$ cat src/rtl/axi_rd_arbiter_pkg.sv
// Shared types and AXI constants for the cache-refill read arbiter.
// Imported by the arbiter top and its round-robin picker.
package axi_rd_arbiter_pkg;

    localparam logic [1:0] BURST_INCR = 2'b01;
    localparam logic [1:0] RESP_OKAY  = 2'b00;

    typedef enum logic [1:0] {
        ST_IDLE = 2'd0,
        ST_AR   = 2'd1,
        ST_R    = 2'd2
    } arb_state_e;

    // Index of the requester after idx, wrapping at n.
    function automatic int unsigned next_ptr(input int unsigned idx, input int unsigned n);
        return (idx + 1 == n) ? 0 : idx + 1;
    endfunction

endpackage

$ cat src/rtl/axi_rd_arbiter_rr_picker.sv
// Combinational round-robin select: first asserted request at or after ptr,
// wrapping modulo NUM_REQ, returned as a one-hot grant plus its index.
module rr_picker #(
    parameter int NUM_REQ = 2,
    parameter int IDX_W   = $clog2(NUM_REQ)
) (
    input  logic [NUM_REQ-1:0] req,
    input  logic [IDX_W-1:0]   ptr,
    output logic [NUM_REQ-1:0] grant,
    output logic [IDX_W-1:0]   grant_idx,
    output logic               grant_valid
);

    int cand;

    always_comb begin
        // NOTE: every output gets a default before the loop so no path leaves one unassigned (no latch).
        grant       = '0;
        grant_idx   = '0;
        grant_valid = 1'b0;
        cand        = 0;
        for (int i = 0; i < NUM_REQ; i++) begin
            cand = (int'(ptr) + i) % NUM_REQ;
            if (!grant_valid && req[IDX_W'(cand)]) begin
                grant[IDX_W'(cand)] = 1'b1;
                grant_idx           = IDX_W'(cand);
                grant_valid         = 1'b1;
            end
        end
    end

endmodule

$ cat src/rtl/axi_rd_arbiter.sv
// Shares one AXI4 read channel between NUM_REQ cache-refill requesters:
// round-robin grant, one outstanding burst, grant held until RLAST.
module axi_rd_arbiter
    import axi_rd_arbiter_pkg::*;
#(
    parameter int NUM_REQ = 2,
    parameter int ADDR_W  = 32,
    parameter int DATA_W  = 32,
    parameter int ID_W    = 4
) (
    input  logic                             clk,
    input  logic                             rst_n,
    input  logic [NUM_REQ-1:0]               req_valid,
    output logic [NUM_REQ-1:0]               req_ready,
    input  logic [NUM_REQ-1:0][ADDR_W-1:0]   req_addr,
    input  logic [NUM_REQ-1:0][7:0]          req_len,
    input  logic [NUM_REQ-1:0][2:0]          req_size,
    output logic [NUM_REQ-1:0]               resp_valid,
    input  logic [NUM_REQ-1:0]               resp_ready,
    output logic [DATA_W-1:0]                resp_data,
    output logic                             resp_last,
    output logic                             resp_err,
    output logic [ID_W-1:0]                  arid,
    output logic [ADDR_W-1:0]                araddr,
    output logic [7:0]                       arlen,
    output logic [2:0]                       arsize,
    output logic [1:0]                       arburst,
    output logic                             arvalid,
    input  logic                             arready,
    input  logic [ID_W-1:0]                  rid,
    input  logic [DATA_W-1:0]                rdata,
    input  logic [1:0]                       rresp,
    input  logic                             rlast,
    input  logic                             rvalid,
    output logic                             rready
);

    localparam int IDX_W = $clog2(NUM_REQ);

    arb_state_e         state_q, state_d;
    logic [IDX_W-1:0]   rr_ptr_q, rr_ptr_d;
    logic [IDX_W-1:0]   owner_q, owner_d;
    logic [ADDR_W-1:0]  addr_q, addr_d;
    logic [7:0]         len_q, len_d;
    logic [2:0]         size_q, size_d;

    logic [NUM_REQ-1:0] pick_grant;
    logic [IDX_W-1:0]   pick_idx;
    logic               pick_valid;

    rr_picker #(
        .NUM_REQ (NUM_REQ),
        .IDX_W   (IDX_W)
    ) u_picker (
        .req         (req_valid),
        .ptr         (rr_ptr_q),
        .grant       (pick_grant),
        .grant_idx   (pick_idx),
        .grant_valid (pick_valid)
    );

    always_comb begin
        state_d    = state_q;
        rr_ptr_d   = rr_ptr_q;
        owner_d    = owner_q;
        addr_d     = addr_q;
        len_d      = len_q;
        size_d     = size_q;
        req_ready  = '0;
        arvalid    = 1'b0;
        rready     = 1'b0;
        resp_valid = '0;

        unique case (state_q)
            ST_IDLE: begin
                // The picker only grants a requester that is valid, so a grant is a handshake.
                req_ready = pick_grant;
                if (pick_valid) begin
                    owner_d = pick_idx;
                    addr_d  = req_addr[pick_idx];
                    len_d   = req_len[pick_idx];
                    size_d  = req_size[pick_idx];
                    state_d = ST_AR;
                end
            end
            ST_AR: begin
                arvalid = 1'b1;
                if (arready) begin
                    state_d = ST_R;
                end
            end
            ST_R: begin
                rready              = resp_ready[owner_q];
                resp_valid[owner_q] = rvalid;
                if (rvalid && resp_ready[owner_q] && rlast) begin
                    state_d  = ST_IDLE;
                    rr_ptr_d = IDX_W'(next_ptr(32'(owner_q), NUM_REQ));
                end
            end
            default: state_d = ST_IDLE;
        endcase
    end

    always_ff @(posedge clk or negedge rst_n) begin
        if (!rst_n) begin
            state_q  <= ST_IDLE;
            rr_ptr_q <= '0;
            owner_q  <= '0;
            addr_q   <= '0;
            len_q    <= '0;
            size_q   <= '0;
        end else begin
            // NOTE: non-blocking so every register samples pre-edge values regardless of statement order.
            state_q  <= state_d;
            rr_ptr_q <= rr_ptr_d;
            owner_q  <= owner_d;
            addr_q   <= addr_d;
            len_q    <= len_d;
            size_q   <= size_d;
        end
    end

    assign arid    = ID_W'(owner_q);
    assign araddr  = addr_q;
    assign arlen   = len_q;
    assign arsize  = size_q;
    assign arburst = BURST_INCR;

    // Beat fields pass straight through; only the valid/ready pair is steered to the owner.
    assign resp_data = rdata;
    assign resp_last = rlast;
    assign resp_err  = (rresp != RESP_OKAY);

    rid_matches_owner: assert property (@(posedge clk) disable iff (!rst_n)
        (state_q == ST_R && rvalid) |-> (rid == ID_W'(owner_q)));

endmodule

$ cat config.mk
export PLATFORM = sky130hd
export DESIGN_NAME = axi_rd_arbiter
export DESIGN_NICKNAME = d
export VERILOG_FILES = /design/src/rtl/axi_rd_arbiter_pkg.sv /design/src/rtl/axi_rd_arbiter_rr_picker.sv /design/src/rtl/axi_rd_arbiter.sv
export SDC_FILE = /design/constraint.sdc
export NUM_CORES = 1
export LEC_CHECK = 0
export CAP_MARGIN = 20
export CORE_MARGIN = 2
export CORE_UTILIZATION = 32
export DETAILED_ROUTE_END_ITERATION = 6
export MAX_ROUTING_LAYER = met4
export PLACE_DENSITY = 0.85
export SLEW_MARGIN = 20
export SYNTH_ARGS = -nofsm -noshare
export SYNTH_HDL_FRONTEND = slang
export SYNTH_SLANG_ARGS = --single-unit
$ cat constraint.sdc
create_clock -name clk -period 1.83 [get_ports clk]
set_input_delay 0.366 -clock clk [delete_from_list [all_inputs] [get_ports clk]]
set_output_delay 0.366 -clock clk [all_outputs]
set_load 0.005 [all_outputs]
# Word level (Yosys, flattened, before mapping)
# Cells that the tools add are included.
[word_totals]
register_bits = 47
in_bits = 133
out_inout_bits = 89
[classes]
add_sub_neg = 2
order_cmp = 7
n_eq_ne = 6
muxes = 33
bitwise = 2
reduce_logical = 12
[ops]
columns = ["operator", "n"]
rows = [
  ["two-way mux 32 bit", 2],
  ["two-way mux 1 bit", 16],
  ["two-way mux 8 bit", 2],
  ["two-way mux 2 bit", 7],
  ["logical AND 1 bit", 6],
  ["< comparator 1 x 3 -> 1 bit, second input constant", 2],
  ["two-way mux 3 bit", 2],
  ["inequality test 2 bit, second input constant", 3],
  ["one-hot mux 2 bit (3 select lines)", 1],
  ["== test 2 bit, second input constant", 2],
  ["< comparator 1 x 2 -> 1 bit, second input constant", 2],
  ["AND reduction 2 bit", 2],
  ["demux 1 bit (select 1 bit)", 3],
  ["greater-or-equal comparator 1 bit, second input constant", 3],
  ["AND reduction 3 bit", 1],
  ["adder 1 x 1 -> 2 bit, second input constant", 1],
  ["AND 2 bit", 1],
  ["== test 2 x 1 -> 1 bit, second input constant", 1],
  ["zero test 2 bit", 1],
  ["OR 2 bit", 1],
  ["nonzero test 2 bit", 1],
  ["adder 1 bit, second input constant", 1],
  ["zero test 1 bit", 1],
]

# Logic depth before layout (Yosys ltp)
[logic_depth]
ltp_word = 9
mapped_depth = 5

# By module
# A second synthesis with hierarchy kept.
[hier_totals]
cells_unflattened = 255
hier_area_um2 = 2532.4
[by_module_without_submodules]
columns = ["module", "instances", "cells_per_inst", "area_per_inst_um2"]
rows = [
  ["axi_rd_arbiter", 1, 250, 2497.4],
  ["rr_picker", 1, 5, 35.0],
]

# Worst setup path before layout
# No wires, ideal clock.
[synth_timing]
kind = "register -> output"
start = "reg state_q[1]"
end = "out req_ready[0]"
t_arrival_ns = 1.130
required_ns = 1.464
setup_slack_ns = 0.334
path_stages_with_launch = 5
n_path_buf = 2
path_cell_list = "dfrtp_1 or3b_1 buf_6 buf_6 nor2_1"
[synth_between]
elab_chain_cells = 2
[synth_rtl]
columns = ["element", "line", "source"]
rows = [
  ["from (decl)", "axi_rd_arbiter.sv:40", "arb_state_e state_q, state_d;"],
  ["from (signal assigned)", "axi_rd_arbiter.sv:114", "state_q <= state_d;"],
  ["zero test 2 bit", "axi_rd_arbiter.sv:74", "unique case (state_q)"],
  ["two-way mux 2 bit", "axi_rd_arbiter.sv:74", ""],
  ["to (decl)", "axi_rd_arbiter.sv:14", "output logic [NUM_REQ-1:0] req_ready,"],
]
# Every way passes these cells.

# Worst setup path after layout
[layout_timing]
start = "in req_valid[0]"
end = "out req_ready[0]"
[layout_between]
elab_chain_cells = 7
elab_cells_between_ends = 11
classes_between = "mux (8); bitwise (1); reduce/logical (2)"
[layout_rtl]
columns = ["element", "line", "source"]
rows = [
  ["from (decl)", "axi_rd_arbiter.sv:13", "input logic [NUM_REQ-1:0] req_valid,"],
  ["two-way mux 1 bit (implied by the code) (2 in series)", "axi_rd_arbiter_rr_picker.sv:24", "if (!grant_valid && req[IDX_W'(cand)]) begin"],
  ["two-way mux 1 bit", "axi_rd_arbiter_rr_picker.sv:24", ""],
  ["zero test 1 bit", "axi_rd_arbiter_rr_picker.sv:24", ""],
  ["logical AND 1 bit", "axi_rd_arbiter_rr_picker.sv:24", ""],
  ["two-way mux 2 bit *", "axi_rd_arbiter_rr_picker.sv:24", ""],
  ["two-way mux 2 bit *", "axi_rd_arbiter.sv:74", ""],
]
# Every way passes the cells marked *; elsewhere a longest branch is shown, timed or not. The select of a mux whose other input is x is not followed.

==> metrics.log <==
[metrics] most frequent standard cell in the layout excluding fill and tap cells: sky130_fd_sc_hd__clkdlybuf4s50_1
[metrics] clock root buffer master: sky130_fd_sc_hd__clkbuf_8
[metrics] data arrival time of the critical path: 1.48 ns
[metrics] Worst setup EP type: primary output
[metrics] average wire per cell in the routed design: 13.9 um
[metrics] total I/O pin count: 222
[metrics] cell area after placement: 3780 um2
[metrics] warning count from the yosys run: 0
[metrics] final-layout fill cell count: 722
[metrics] DRT Wirelength: 6480 um
[metrics] deepest level of the CTS H-tree: 2
[metrics] post-route design area: 3900 um2
[metrics] Cell variety after synth: 25
[metrics] area growth from synthesis to final layout: 51.9%
[metrics] RSZ-0062 raised after global routing: true
[metrics] share of power burned in registers: 0.342
[metrics] area of combinational cells with multiple inputs: 947 um2
[metrics] Worst-path clk slew: 0.08 ns
[metrics] initial antenna violation count: 0
[metrics] Die Ht: 93.6 um
[metrics] number of nets with antenna violations after routing: 0
[metrics] final critical-path share of the clock period: 1.01
[metrics] delay of the slowest cell on the worst path: 0.49 ns
[metrics] cell breakdown of the critical path: clkdlybuf4s50_1 > or3b_4 > nor2_2 > buf_2
[metrics] leading cell types in the layout, fill and taps excluded: 139 x sky130_fd_sc_hd__clkdlybuf4s50_1, 46 x sky130_fd_sc_hd__dfrtp_1, 45 x sky130_fd_sc_hd__nand2_1
[metrics] start-to-end type of the worst setup path: input pin to primary output
[metrics] clock network latency to the later pin of the worst-skew pair: 0.29 ns
[metrics] wire length of the first global-routing pass: 10100 um
[metrics] Worst Slack Setup Final: -0.0202 ns
[metrics] number of hold-repair buffers added at the cts stage: 0
[metrics] internal portion of total power: 3350 uW
[metrics] maximum number of pins on one net before global-route repair: 90
[metrics] Post-Route Skew: 0.00819 ns
[metrics] portion of the post-synthesis area used by sequential elements: 0.458
[metrics] adder and majority cell fraction of the synthesized area: 0
[metrics] number of maximum-capacitance violations: 0
[metrics] routability-driven placement congestion ratio: 0.799
[metrics] largest fanout on the critical path: 2
[metrics] Core ar.: 7770 um2
[metrics] min-delay worst type: input pin to asynchronous set/reset pin
[metrics] worst-case register-to-register setup slack: 0.03 ns
[metrics] final antenna diode count: 0
[metrics] Die Outline Area: 8760 um2
[metrics] simple-gate share of the synthesized area: 0.0926
[metrics] maximum vdd drop: 0.515 mV
[metrics] final setup violation count: 2
[metrics] final-report max-slew violation count: 0
[metrics] share of the synthesized area in compound gates (AO/OA/AOI/OAI): 0.256
[metrics] main combinational cell family by area after synthesis: compound AO/OA/AOI/OAI gates
[metrics] measured slew at the worst slew-check pin: 0.686 ns
[metrics] Via-to-Cell Ratio: 4.80
[metrics] violated checks: negative setup slack
[metrics] number of clock sinks: 47
[metrics] sequential cell area: 1180 um2
[metrics] placement row count: 32
[metrics] PnR Total Power: 5170 uW
[metrics] Slew headroom: 0.543
[metrics] FF+latch count, synth: 47
[metrics] number of buffers between clock root and the deepest sink: 2
[metrics] global-route usage over all layers: 0.148
[metrics] power per cell area: 1330 nW/um2
[metrics] highest-delay cell along the critical path: sky130_fd_sc_hd__clkdlybuf4s50_1
[metrics] outcome: finished with violations
[metrics] vias after detailed routing: 2239
[metrics] required time of the critical path: 1.46 ns
[metrics] final hold violation count: 0
[metrics] Final Util: 0.502
[metrics] fraction of layout instances using a drive strength above 1: 0.181
[metrics] initial standard-cell utilization of the core: 0.331
[metrics] GRT Residual Overflow: 0
[metrics] switching share of power: 0.353
[metrics] number of I/O port buffers: 146
[metrics] parity-gate share of the synthesized area counting xor and xnor cells: 0
[metrics] number of CTS-inserted buffers: 5
[metrics] die width: 93.6 um
[metrics] number of remaining DRC errors: 0
[metrics] gate count after technology mapping: 257
[metrics] number of optimization iterations in the first detailed-route pass: 4
[metrics] 1st-iter DRT viols: 103
[metrics] Final #Nets: 497
[metrics] switching power of the nets: 1820 uW
[metrics] multiplexer share of the synthesized area: 0.00780
[metrics] leakage power total: 0.00162 uW
[metrics] CTS tree: yes
[metrics] logic gate share of total power: 0.539
[metrics] area of the mapped netlist: 2570 um2
[metrics] Final HPWL DP: 4690 um
[metrics] critical path's top delay family: buffers and inverters
[metrics] power share of the clock group: 0.119
[metrics] syn_area_per_cell: 9.99 um2
[metrics] number of global-route vias before repair: 2266
[metrics] maximum clock rate: 540 MHz
[metrics] launching element type of the critical path: input pin
[metrics] number of buffers and inverters on the critical path: 2
[metrics] final critical-path required period: 1.85 ns
## path summary, 6_finish.rpt
path	start	to	cells past startpoint
worst min register to register	arsize[1]$_DFFE_PN0P_	arsize[1]$_DFFE_PN0P_	2
worst max-delay path	req_valid[0]	req_ready[0]	4
min in group clk	arsize[1]$_DFFE_PN0P_	arsize[1]$_DFFE_PN0P_	2
max in group asynchronous	rst_n	owner_q$_DFFE_PN0P_	2
worst min-delay path	rst_n	state_q[1]$_DFFE_PN0P_	2
worst max register to register	state_q[1]$_DFFE_PN0P_	araddr[25]$_DFFE_PN0P_	5
## through the flow
step	hold WS (ns)	TNS, ns	instances	setup slack (ns)
floorplan	0.0704	0	261	0.334
detailed placement	0.378	-17.09	455	-0.467
global placement	0.365	-15.41	455	-0.384
global route	0.0624	-0.484	466	-0.0315
CTS	0.0552	-0.0722	466	-0.0722
finish	0.0566	-0.0266	466	-0.0202
## cells by family (layout without fill, tap and decap cells)
group / after synthesis / after routing
buffers and inverters: 61 / 164
multiplexers: 2 / 2
AO/OA/AOI/OAI: 89 / 89
AND/OR/NAND/NOR: 56 / 56
other: 2 / 6
flip-flops: 47 / 47
## per-layer routing
layer / global-route usage / vias to the layer above / part of all wire
met3: 0.0379 / 26 / 0.081
met1: 0.149 / 1011 / 0.37
met5: - / - / 0
met4: 0.0531 / 0 / 0.021
met2: 0.276 / 115 / 0.53
li1: - / 1087 / -
## cell usage after synthesis
library cell	number	area share
sky130_fd_sc_hd__clkbuf_1	4	0.0058
sky130_fd_sc_hd__o22ai_1	43	0.10
sky130_fd_sc_hd__and4b_1	1	0.0039
sky130_fd_sc_hd__o21ai_1	3	0.0058
sky130_fd_sc_hd__o21ai_0	1	0.0019
sky130_fd_sc_hd__inv_2	1	0.0015
sky130_fd_sc_hd__buf_4	40	0.12
sky130_fd_sc_hd__o21ai_2	41	0.14
sky130_fd_sc_hd__buf_2	5	0.0097
sky130_fd_sc_hd__buf_6	9	0.039
sky130_fd_sc_hd__nor3b_1	1	0.0029
sky130_fd_sc_hd__mux2i_1	2	0.0078
sky130_fd_sc_hd__nor2_1	3	0.0044
sky130_fd_sc_hd__or2b_1	1	0.0029
sky130_fd_sc_hd__buf_12	1	0.0078
sky130_fd_sc_hd__or3b_1	1	0.0034
sky130_fd_sc_hd__and2_1	1	0.0024
sky130_fd_sc_hd__or2_2	1	0.0024
sky130_fd_sc_hd__inv_1	1	0.0015
sky130_fd_sc_hd__nor3_1	1	0.0019
sky130_fd_sc_hd__o2bb2ai_1	1	0.0034
sky130_fd_sc_hd__nand2_1	45	0.066
sky130_fd_sc_hd__nand2b_1	1	0.0024
sky130_fd_sc_hd__dfrtp_1	47	0.46
sky130_fd_sc_hd__conb_1	2	0.0029
## final cells by class
type                            instances  share of cell area
Clock buffer                            6              0.0212
Timing Repair Buffer                  155               0.398
Sequential cell                        47               0.302
Clock inverter                          1             0.00128
Tap cell                              102              0.0327
Multi-Input combinational cell        153               0.243
Inverter                                2             0.00192
## state kept, by name (all words and copies together), names as in the netlist
| register | cells |
|---|---|
| arlen | 8 |
| arsize | 3 |
| rr_ptr_q | 1 |
| state_q | 2 |
| owner_q | 1 |
| araddr | 32 |
## power groups by stage
stage               Combinational, uW  Clock (uW)  Sequential, uW
floorplan                        1510           0            1810
global placement                 2710           0            1770
detailed placement               2770           0            1800
CTS                              2820         660            1770
global route                     3030         693            1830
finish                           2790         618            1770
## worst register-to-register path, stage by stage (launching register included)
cell	delay, ns
sky130_fd_sc_hd__dfrtp_1	0.39
sky130_fd_sc_hd__buf_4	0.14
sky130_fd_sc_hd__or3b_4	0.41
sky130_fd_sc_hd__clkbuf_8	0.37
sky130_fd_sc_hd__nand2_1	0.29
sky130_fd_sc_hd__o21ai_2	0.07
## timing repair
| action | CTS | global route |
|---|---|---|
| resized for setup | 15 | 2 |
| setup buffers | 4 | 1 |
| pin swaps | 0 | 1 |
| endpoints found under the setup margin | 50 | 2 |
Power figures use the tool's default switching activity.
